==> config.mk <==
export PLATFORM = sky130hd
export DESIGN_NAME = udm_host_master
export DESIGN_NICKNAME = d
export VERILOG_FILES = /design/src/rtl/udm_host_pkg.sv /design/src/rtl/udm_uart_phy.sv /design/src/rtl/udm_host_master.sv
export SDC_FILE = /design/constraint.sdc
export NUM_CORES = 1
export LEC_CHECK = 0
export ABC_CLOCK_PERIOD_IN_PS = 5100
export CAP_MARGIN = 20
export CORE_MARGIN = 10
export CORE_UTILIZATION = 55
export DETAILED_ROUTE_END_ITERATION = 16
export DONT_BUFFER_PORTS = 1
export PLACE_DENSITY = 0.76
export SKIP_CTS_REPAIR_TIMING = 1
export SYNTH_ARGS = -nofsm -noshare
export SYNTH_HDL_FRONTEND = slang
export SYNTH_SLANG_ARGS = --single-unit
export TNS_END_PERCENT = 100
==> constraint.sdc <==
create_clock -name clk_i -period 5.1 [get_ports clk_i]
set_input_delay 0.51 -clock clk_i [delete_from_list [all_inputs] [get_ports clk_i]]
set_output_delay 0.51 -clock clk_i [all_outputs]
set_load 0.01 [all_outputs]
==> src/rtl/udm_host_pkg.sv <==
// udm_host_pkg: UDM host protocol constants, FSM state type and frame byte builder.
package udm_host_pkg;

    localparam logic [7:0]  UDM_SYNC         = 8'h55;
    localparam logic [7:0]  UDM_CMD_WR       = 8'h81;
    localparam logic [7:0]  UDM_CMD_RD       = 8'h82;
    localparam int unsigned UDM_WR_FRAME_LEN = 14;
    localparam int unsigned UDM_RD_FRAME_LEN = 10;
    localparam int unsigned UDM_RSP_LEN      = 4;
    localparam logic [31:0] UDM_XFER_LEN     = 32'h0000_0004;
    localparam logic [31:0] UDM_TIMEOUT_DATA = 32'hDEAD_BEEF;

    typedef enum logic [1:0] {
        ST_IDLE,
        ST_SEND,
        ST_WAIT_RSP
    } udm_state_e;

    // Byte idx of a command frame; multibyte fields are little-endian.
    function automatic logic [7:0] udm_frame_byte(
        input logic [3:0]  idx,
        input logic        we,
        input logic [31:0] addr,
        input logic [31:0] wdata
    );
        logic [7:0] b;
        b = '0;
        case (idx)
            4'd0:    b = UDM_SYNC;
            4'd1:    b = we ? UDM_CMD_WR : UDM_CMD_RD;
            4'd2:    b = addr[7:0];
            4'd3:    b = addr[15:8];
            4'd4:    b = addr[23:16];
            4'd5:    b = addr[31:24];
            4'd6:    b = UDM_XFER_LEN[7:0];
            4'd7:    b = UDM_XFER_LEN[15:8];
            4'd8:    b = UDM_XFER_LEN[23:16];
            4'd9:    b = UDM_XFER_LEN[31:24];
            4'd10:   b = wdata[7:0];
            4'd11:   b = wdata[15:8];
            4'd12:   b = wdata[23:16];
            4'd13:   b = wdata[31:24];
            default: b = '0;
        endcase
        return b;
    endfunction

endpackage

==> src/rtl/udm_uart_phy.sv <==
// udm_uart_phy: 8N1 byte-level UART transmitter and receiver sharing one BIT_CYC bit timer length.
module udm_uart_phy #(
    parameter int unsigned BIT_CYC = 109
) (
    input  logic       clk_i,
    input  logic       rst_i,
    input  logic       tx_start_i,
    input  logic [7:0] tx_byte_i,
    output logic       tx_done_o,
    output logic       tx_o,
    input  logic       rx_i,
    output logic       rx_valid_o,
    output logic [7:0] rx_byte_o,
    output logic       rx_ferr_o
);

    localparam int unsigned CW = $clog2(BIT_CYC + 1);
    localparam logic [CW-1:0] BIT_LAST = CW'(BIT_CYC - 1);
    localparam logic [CW-1:0] HALF_CYC = CW'(BIT_CYC / 2 - 1);

    logic          tx_busy_q, tx_busy_d;
    logic [CW-1:0] tx_cnt_q, tx_cnt_d;
    logic [3:0]    tx_bit_q, tx_bit_d;
    logic [9:0]    tx_shift_q, tx_shift_d;
    logic          tx_line_q, tx_line_d;
    logic          tx_end;

    logic [2:0]    rx_sync_q, rx_sync_d;
    logic          rx_busy_q, rx_busy_d;
    logic [CW-1:0] rx_cnt_q, rx_cnt_d;
    logic [3:0]    rx_bit_q, rx_bit_d;
    logic [7:0]    rx_shift_q, rx_shift_d;
    logic          rx_valid_q, rx_valid_d;
    logic [7:0]    rx_byte_q, rx_byte_d;
    logic          rx_ferr_q, rx_ferr_d;
    logic          rx_line;

    // A new start may be loaded in the last stop-bit cycle, giving gapless back-to-back bytes.
    always_comb begin
        tx_end     = tx_busy_q && (tx_cnt_q == BIT_LAST) && (tx_bit_q == 4'd9);
        tx_busy_d  = tx_busy_q;
        tx_cnt_d   = tx_cnt_q;
        tx_bit_d   = tx_bit_q;
        tx_shift_d = tx_shift_q;
        tx_line_d  = tx_line_q;
        if (tx_busy_q) begin
            if (tx_cnt_q == BIT_LAST) begin
                tx_cnt_d = '0;
                if (tx_bit_q == 4'd9) begin
                    tx_busy_d = 1'b0;
                end else begin
                    tx_bit_d   = tx_bit_q + 4'd1;
                    tx_shift_d = {1'b1, tx_shift_q[9:1]};
                    tx_line_d  = tx_shift_q[1];
                end
            end else begin
                tx_cnt_d = tx_cnt_q + CW'(1);
            end
        end
        if (tx_start_i && (!tx_busy_q || tx_end)) begin
            tx_busy_d  = 1'b1;
            tx_cnt_d   = '0;
            tx_bit_d   = '0;
            tx_shift_d = {1'b1, tx_byte_i, 1'b0};
            tx_line_d  = 1'b0;
        end
    end

    assign rx_line = rx_sync_q[1];

    // rx_sync_q[2] holds the previous synchronised level for falling-edge detection.
    always_comb begin
        rx_sync_d  = {rx_sync_q[1:0], rx_i};
        rx_busy_d  = rx_busy_q;
        rx_cnt_d   = rx_cnt_q;
        rx_bit_d   = rx_bit_q;
        rx_shift_d = rx_shift_q;
        rx_byte_d  = rx_byte_q;
        rx_valid_d = 1'b0;
        rx_ferr_d  = 1'b0;
        if (!rx_busy_q) begin
            if (rx_sync_q[2] && !rx_line) begin
                rx_busy_d = 1'b1;
                rx_cnt_d  = HALF_CYC;
                rx_bit_d  = '0;
            end
        end else if (rx_cnt_q != '0) begin
            rx_cnt_d = rx_cnt_q - CW'(1);
        end else begin
            rx_cnt_d = BIT_LAST;
            if (rx_bit_q == 4'd0) begin
                if (rx_line) begin
                    rx_busy_d = 1'b0;
                end else begin
                    rx_bit_d = 4'd1;
                end
            end else if (rx_bit_q == 4'd9) begin
                rx_busy_d = 1'b0;
                if (rx_line) begin
                    rx_valid_d = 1'b1;
                    rx_byte_d  = rx_shift_q;
                end else begin
                    rx_ferr_d = 1'b1;
                end
            end else begin
                rx_shift_d = {rx_line, rx_shift_q[7:1]};
                rx_bit_d   = rx_bit_q + 4'd1;
            end
        end
    end

    always_ff @(posedge clk_i) begin
        if (rst_i) begin
            tx_busy_q  <= 1'b0;
            tx_cnt_q   <= '0;
            tx_bit_q   <= '0;
            tx_shift_q <= '1;
            tx_line_q  <= 1'b1;
            rx_sync_q  <= '1;
            rx_busy_q  <= 1'b0;
            rx_cnt_q   <= '0;
            rx_bit_q   <= '0;
            rx_shift_q <= '0;
            rx_valid_q <= 1'b0;
            rx_byte_q  <= '0;
            rx_ferr_q  <= 1'b0;
        end else begin
            tx_busy_q  <= tx_busy_d;
            tx_cnt_q   <= tx_cnt_d;
            tx_bit_q   <= tx_bit_d;
            tx_shift_q <= tx_shift_d;
            tx_line_q  <= tx_line_d;
            rx_sync_q  <= rx_sync_d;
            rx_busy_q  <= rx_busy_d;
            rx_cnt_q   <= rx_cnt_d;
            rx_bit_q   <= rx_bit_d;
            rx_shift_q <= rx_shift_d;
            rx_valid_q <= rx_valid_d;
            rx_byte_q  <= rx_byte_d;
            rx_ferr_q  <= rx_ferr_d;
        end
    end

    assign tx_done_o  = tx_end;
    assign tx_o       = tx_line_q;
    assign rx_valid_o = rx_valid_q;
    assign rx_byte_o  = rx_byte_q;
    assign rx_ferr_o  = rx_ferr_q;

endmodule

==> src/rtl/udm_host_master.sv <==
// udm_host_master: UDM host initiator; serialises single-word bus requests into UART command frames.
// Define UDM_HOST_TIMEOUT_EN to bound the read-response wait to RSP_TIMEOUT cycles.
module udm_host_master #(
    parameter int unsigned CLK_FREQ_HZ = 100000000,
    parameter int unsigned BAUD_RATE   = 921600,
    parameter int unsigned RSP_TIMEOUT = 1000000
) (
    input  logic        clk_i,
    input  logic        rst_i,
    input  logic        req_i,
    input  logic        we_i,
    input  logic [31:0] addr_i,
    input  logic [31:0] wdata_i,
    output logic        ack_o,
    output logic        resp_o,
    output logic [31:0] rdata_o,
    output logic        busy_o,
    output logic        err_o,
    output logic        tx_o,
    input  logic        rx_i
);

    import udm_host_pkg::*;

    localparam int unsigned BIT_CYC_RAW = (CLK_FREQ_HZ + BAUD_RATE / 2) / BAUD_RATE;
    localparam int unsigned BIT_CYC     = (BIT_CYC_RAW < 4) ? 4 : BIT_CYC_RAW;
    localparam int unsigned GAP_W       = $clog2(BIT_CYC + 1);
    localparam int unsigned TMO_W       = $clog2(RSP_TIMEOUT + 1);

`ifdef UDM_HOST_TIMEOUT_EN
    localparam bit TMO_EN = 1'b1;
`else
    localparam bit TMO_EN = 1'b0;
`endif

    udm_state_e    state_q, state_d;
    logic          we_q, we_d;
    logic [31:0]   addr_q, addr_d;
    logic [31:0]   wdata_q, wdata_d;
    logic [3:0]    byte_idx_q, byte_idx_d;
    logic          in_flight_q, in_flight_d;
    logic [GAP_W-1:0] gap_q, gap_d;
    logic [1:0]    rsp_cnt_q, rsp_cnt_d;
    logic [31:0]   acc_q, acc_d;
    logic [TMO_W-1:0] tmo_q, tmo_d;
    logic          ack_q, ack_d;
    logic          resp_q, resp_d;
    logic [31:0]   rdata_q, rdata_d;
    logic          busy_q, busy_d;
    logic          err_q, err_d;

    logic          tx_start;
    logic [7:0]    tx_byte;
    logic          tx_done;
    logic          rx_valid;
    logic [7:0]    rx_byte;
    logic          rx_ferr;
    logic [3:0]    last_idx;

    udm_uart_phy #(
        .BIT_CYC(BIT_CYC)
    ) u_phy (
        .clk_i      (clk_i),
        .rst_i      (rst_i),
        .tx_start_i (tx_start),
        .tx_byte_i  (tx_byte),
        .tx_done_o  (tx_done),
        .tx_o       (tx_o),
        .rx_i       (rx_i),
        .rx_valid_o (rx_valid),
        .rx_byte_o  (rx_byte),
        .rx_ferr_o  (rx_ferr)
    );

    always_comb begin
        state_d     = state_q;
        we_d        = we_q;
        addr_d      = addr_q;
        wdata_d     = wdata_q;
        byte_idx_d  = byte_idx_q;
        in_flight_d = in_flight_q;
        gap_d       = (gap_q != '0) ? gap_q - GAP_W'(1) : '0;
        rsp_cnt_d   = rsp_cnt_q;
        acc_d       = acc_q;
        tmo_d       = tmo_q;
        ack_d       = 1'b0;
        resp_d      = 1'b0;
        rdata_d     = rdata_q;
        busy_d      = busy_q;
        err_d       = err_q | rx_ferr;
        tx_start    = 1'b0;
        last_idx    = we_q ? 4'(UDM_WR_FRAME_LEN - 1) : 4'(UDM_RD_FRAME_LEN - 1);
        tx_byte     = udm_frame_byte(in_flight_q ? byte_idx_q + 4'd1 : 4'd0,
                                     we_q, addr_q, wdata_q);

        case (state_q)
            ST_IDLE: begin
                if (req_i) begin
                    we_d        = we_i;
                    addr_d      = addr_i;
                    wdata_d     = wdata_i;
                    byte_idx_d  = '0;
                    in_flight_d = 1'b0;
                    ack_d       = 1'b1;
                    busy_d      = 1'b1;
                    state_d     = ST_SEND;
                end
            end
            ST_SEND: begin
                // The first byte waits out the inter-frame guard time left by the previous frame.
                if (!in_flight_q) begin
                    if (gap_q == '0) begin
                        tx_start    = 1'b1;
                        in_flight_d = 1'b1;
                    end
                end else if (tx_done) begin
                    if (byte_idx_q == last_idx) begin
                        in_flight_d = 1'b0;
                        gap_d       = GAP_W'(BIT_CYC);
                        if (we_q) begin
                            busy_d  = 1'b0;
                            state_d = ST_IDLE;
                        end else begin
                            rsp_cnt_d = '0;
                            tmo_d     = '0;
                            state_d   = ST_WAIT_RSP;
                        end
                    end else begin
                        tx_start   = 1'b1;
                        byte_idx_d = byte_idx_q + 4'd1;
                    end
                end
            end
            ST_WAIT_RSP: begin
                if (rx_valid) begin
                    acc_d     = {rx_byte, acc_q[31:8]};
                    rsp_cnt_d = rsp_cnt_q + 2'd1;
                    tmo_d     = '0;
                    if (rsp_cnt_q == 2'(UDM_RSP_LEN - 1)) begin
                        rdata_d = {rx_byte, acc_q[31:8]};
                        resp_d  = 1'b1;
                        busy_d  = 1'b0;
                        state_d = ST_IDLE;
                    end
                end else if (TMO_EN) begin
                    if (rx_ferr) begin
                        tmo_d = '0;
                    end else if (tmo_q == TMO_W'(RSP_TIMEOUT - 1)) begin
                        rdata_d = UDM_TIMEOUT_DATA;
                        resp_d  = 1'b1;
                        err_d   = 1'b1;
                        busy_d  = 1'b0;
                        state_d = ST_IDLE;
                    end else begin
                        tmo_d = tmo_q + TMO_W'(1);
                    end
                end
            end
            default: state_d = ST_IDLE;
        endcase
    end

    always_ff @(posedge clk_i) begin
        if (rst_i) begin
            state_q     <= ST_IDLE;
            we_q        <= 1'b0;
            addr_q      <= '0;
            wdata_q     <= '0;
            byte_idx_q  <= '0;
            in_flight_q <= 1'b0;
            gap_q       <= '0;
            rsp_cnt_q   <= '0;
            acc_q       <= '0;
            tmo_q       <= '0;
            ack_q       <= 1'b0;
            resp_q      <= 1'b0;
            rdata_q     <= '0;
            busy_q      <= 1'b0;
            err_q       <= 1'b0;
        end else begin
            state_q     <= state_d;
            we_q        <= we_d;
            addr_q      <= addr_d;
            wdata_q     <= wdata_d;
            byte_idx_q  <= byte_idx_d;
            in_flight_q <= in_flight_d;
            gap_q       <= gap_d;
            rsp_cnt_q   <= rsp_cnt_d;
            acc_q       <= acc_d;
            tmo_q       <= tmo_d;
            ack_q       <= ack_d;
            resp_q      <= resp_d;
            rdata_q     <= rdata_d;
            busy_q      <= busy_d;
            err_q       <= err_d;
        end
    end

    assign ack_o   = ack_q;
    assign resp_o  = resp_q;
    assign rdata_o = rdata_q;
    assign busy_o  = busy_q;
    assign err_o   = err_q;

endmodule

==> out/results.tsv <==
metric	value	unit
Int Power	2.59	mW
Period minus WS final	2.87	ns
residual DRC count	0	
Clock Power Share	0.353	
Worst-Skew Late Latency	0.43	ns
initial antenna violation count	0	
Final GP Congestion	0.869	
full die area	20500	um2
asr flop ratio synth	0	
All-Layer GR Usage	0.186	
Net Sw Frac	0.306	
gr ovfl total	0	
H-tree levels	4	
Final setup viols	0	
Clock Sinks	195	
Max IR drop VDD	0.000280	V
DRT antenna net count	0	
Max Cap Viol	0	
vias in the first global route	6388	
die width	143	um
NetSw	1.14	mW
Crit Path Class	flip-flop to flip-flop	
standard-cell row count	44	
post-DP HPWL	13.1	mm
Avg WL per Cell	16.0	um
#FFs+latches synth	195	
Netlist cell types	69	
Initial Util	0.568	
drt first pass iters	5	
Final Max Slew Viols	0	
setup TNS	0	ns
share of cells above drive strength 1	0.0595	
worst slew pin tran	0.823	ns
Fin. Hold Viols	0	
Num CTS Buffers	17	
RSZ-0062 raised after global routing	false	
clk_skew	0.0120	ns
most frequent cells in the layout	307 x nand2_1, 195 x dfxtp_1, 156 x a21oi_1	
CTS Buffer Depth	2	
most common cell after layout, fill and taps aside	nand2_1	
routed vias	6899	
Post-synth top flop	dfxtp_1	
Synth warnings	0	
Gate Count Post-Synth	1055	
I/O Buffers	0	
Comb pwr share	0.170	
CTS tree	built	
synth-to-layout area growth	7.74	%
clk root buf	clkbuf_16	
Power, Total	3.74	mW
sequential share of the synthesized area	0.468	
placed instance area	8330	um2
largest net degree at the start of global routing	183	
global-route wire length before repair	31.2	mm
Hold WC Path Type	input port to flip-flop	
Syn Area/Cell	7.91	um2
Antenna diodes	0	
Crit Path Max Fanout	20	
Initial DRC Count	420	
number of synthesized flops with an enable pin	0	
nets	1097	
fmax	0.348	GHz
share of power burned in registers	0.477	
period utilization	0.563	
CP Capture Type	flip-flop	
area of the core	14700	um2
worst path required time	5.41	ns
crit path DAT	3.18	ns
Cell Pwr Density	416	nW/um2
Clock transition at path regs	0.08	ns
leakage	3.19	nW
# IOs	106	
Post-Layout Inst Area	8990	um2
Post-Syn Nets	1140	
Post-Synthesis Cell Area	8340	um2
DIE HEIGHT	143	um
DR vias/cell	5.71	
startpoint types	flip-flop	
total wire length	19.4	mm
outcome	completed	
Max transition margin	0.451	
==> synth_stat cells, drive strengths merged (3+ instances only) <==
| cell type | count | area share |
|---|---|---|
| and2 | 6 | 0.0048 |
| a311oi | 3 | 0.0031 |
| or3 | 4 | 0.0030 |
| mux2i | 22 | 0.026 |
| a211oi | 7 | 0.0069 |
| a22oi | 9 | 0.0081 |
| o22ai | 7 | 0.0052 |
| ha | 16 | 0.024 |
| dfxtp | 195 | 0.47 |
| nand2b | 10 | 0.0075 |
| inv | 16 | 0.0072 |
| nor4 | 4 | 0.0048 |
| nand4 | 5 | 0.0037 |
| nand3 | 28 | 0.017 |
| nand3b | 4 | 0.0036 |
| and3 | 6 | 0.0046 |
| xor2 | 7 | 0.0073 |
| nor3 | 9 | 0.0060 |
| o2111ai | 3 | 0.0031 |
| o31ai | 3 | 0.0027 |
| or2 | 7 | 0.0052 |
| nor2b | 11 | 0.0091 |
| or4 | 3 | 0.0027 |
| xnor2 | 7 | 0.0073 |
| clkbuf | 47 | 0.021 |
| buf | 21 | 0.012 |
| nor2 | 66 | 0.030 |
| nand2 | 308 | 0.14 |
| a21oi | 156 | 0.094 |
| a32oi | 3 | 0.0031 |
| a221o | 7 | 0.0084 |
| or3b | 4 | 0.0042 |
| a211o | 5 | 0.0052 |
| o21ai | 18 | 0.011 |
==> worst paths after layout <==
path | from | end | slack, ns | depth (start not counted)
max | byte_idx_q[1] | u_phy.tx_shift_q[3] | 2.23 | 8
min | rx_i | u_phy.rx_sync_q[0] | 0.17 | 1
max reg2reg | byte_idx_q[1] | u_phy.tx_shift_q[3] | 2.23 | 8
min reg2reg | u_phy.rx_sync_q[0] | u_phy.rx_sync_q[1] | 0.42 | 1
==> power by group through the flow <==
stage | sequential, mW | combinational [mW] | clock (mW)
after global routing | 1.80 | 0.727 | 1.39
after detailed placement | 1.81 | 0.621 | 0
after CTS | 1.78 | 0.626 | 1.34
after floorplan | 1.76 | 0.550 | 0
after global placement | 1.81 | 0.606 | 0
final | 1.78 | 0.637 | 1.32
==> layer usage <==
layer	GRT usage	wire, um
met1	0.230	8480
met2	0.291	8990
met3	0.0683	1540
met4	0.0657	354
met5	0	0
==> kinds of logic after synthesis <==
group                    Yosys count  synth area share
XOR/XNOR                          14            0.0147
adder cells (fa/ha/maj)           16            0.0240
flip-flops                       195             0.468
multiplexers                      23            0.0277
buffers and inverters             85            0.0406
AND/OR/NAND/NOR                  480             0.252
AO/OA/AOI/OAI                    242             0.173
==> sequential cells by signal, indices dropped and copies added (netlist names), 2 cells and up <==
signal / cells
u_phy.tx_cnt_q: 7
state_q: 2
gap_q: 7
addr_q: 32
rsp_cnt_q: 2
u_phy.rx_sync_q: 3
byte_idx_q: 4
wdata_q: 32
u_phy.rx_cnt_q: 7
u_phy.rx_shift_q: 8
u_phy.tx_bit_q: 4
u_phy.rx_byte_o: 8
rdata_o: 32
u_phy.rx_bit_q: 4
acc_q: 24
u_phy.tx_shift_q: 9
==> critical path, stage by stage (launching register included) <==
cell	delay (ns)
dfxtp_1	0.44
inv_1	0.09
ha_1	0.51
nor2b_1	0.25
and2_1	0.35
a22oi_1	0.27
o22ai_1	0.12
or4_1	0.42
a221o_1	0.31
==> through the flow <==
stage	utilization	setup slack (ns)	hold slack (ns)	cells
after detailed placement	0.566	2.31	0.405	1174
final	0.612	2.23	0.173	1209
after CTS	0.607	2.27	0.155	1206
after global placement	0.566	2.39	0.396	1174
after floorplan	-	2.86	0.389	1055
after global routing	0.612	2.09	0.160	1209
==> final cells by class <==
type,count,area (um2)
Inverter,17,63.8
Fill cell,1265,5710
Tap cell,184,230
Clock inverter,14,153
Multi-Input combinational cell,775,4110
Sequential cell,195,3900
Clock buffer,18,439
Timing Repair Buffer,6,95.1
No activity file was read; power rests on OpenSTA's default activity.
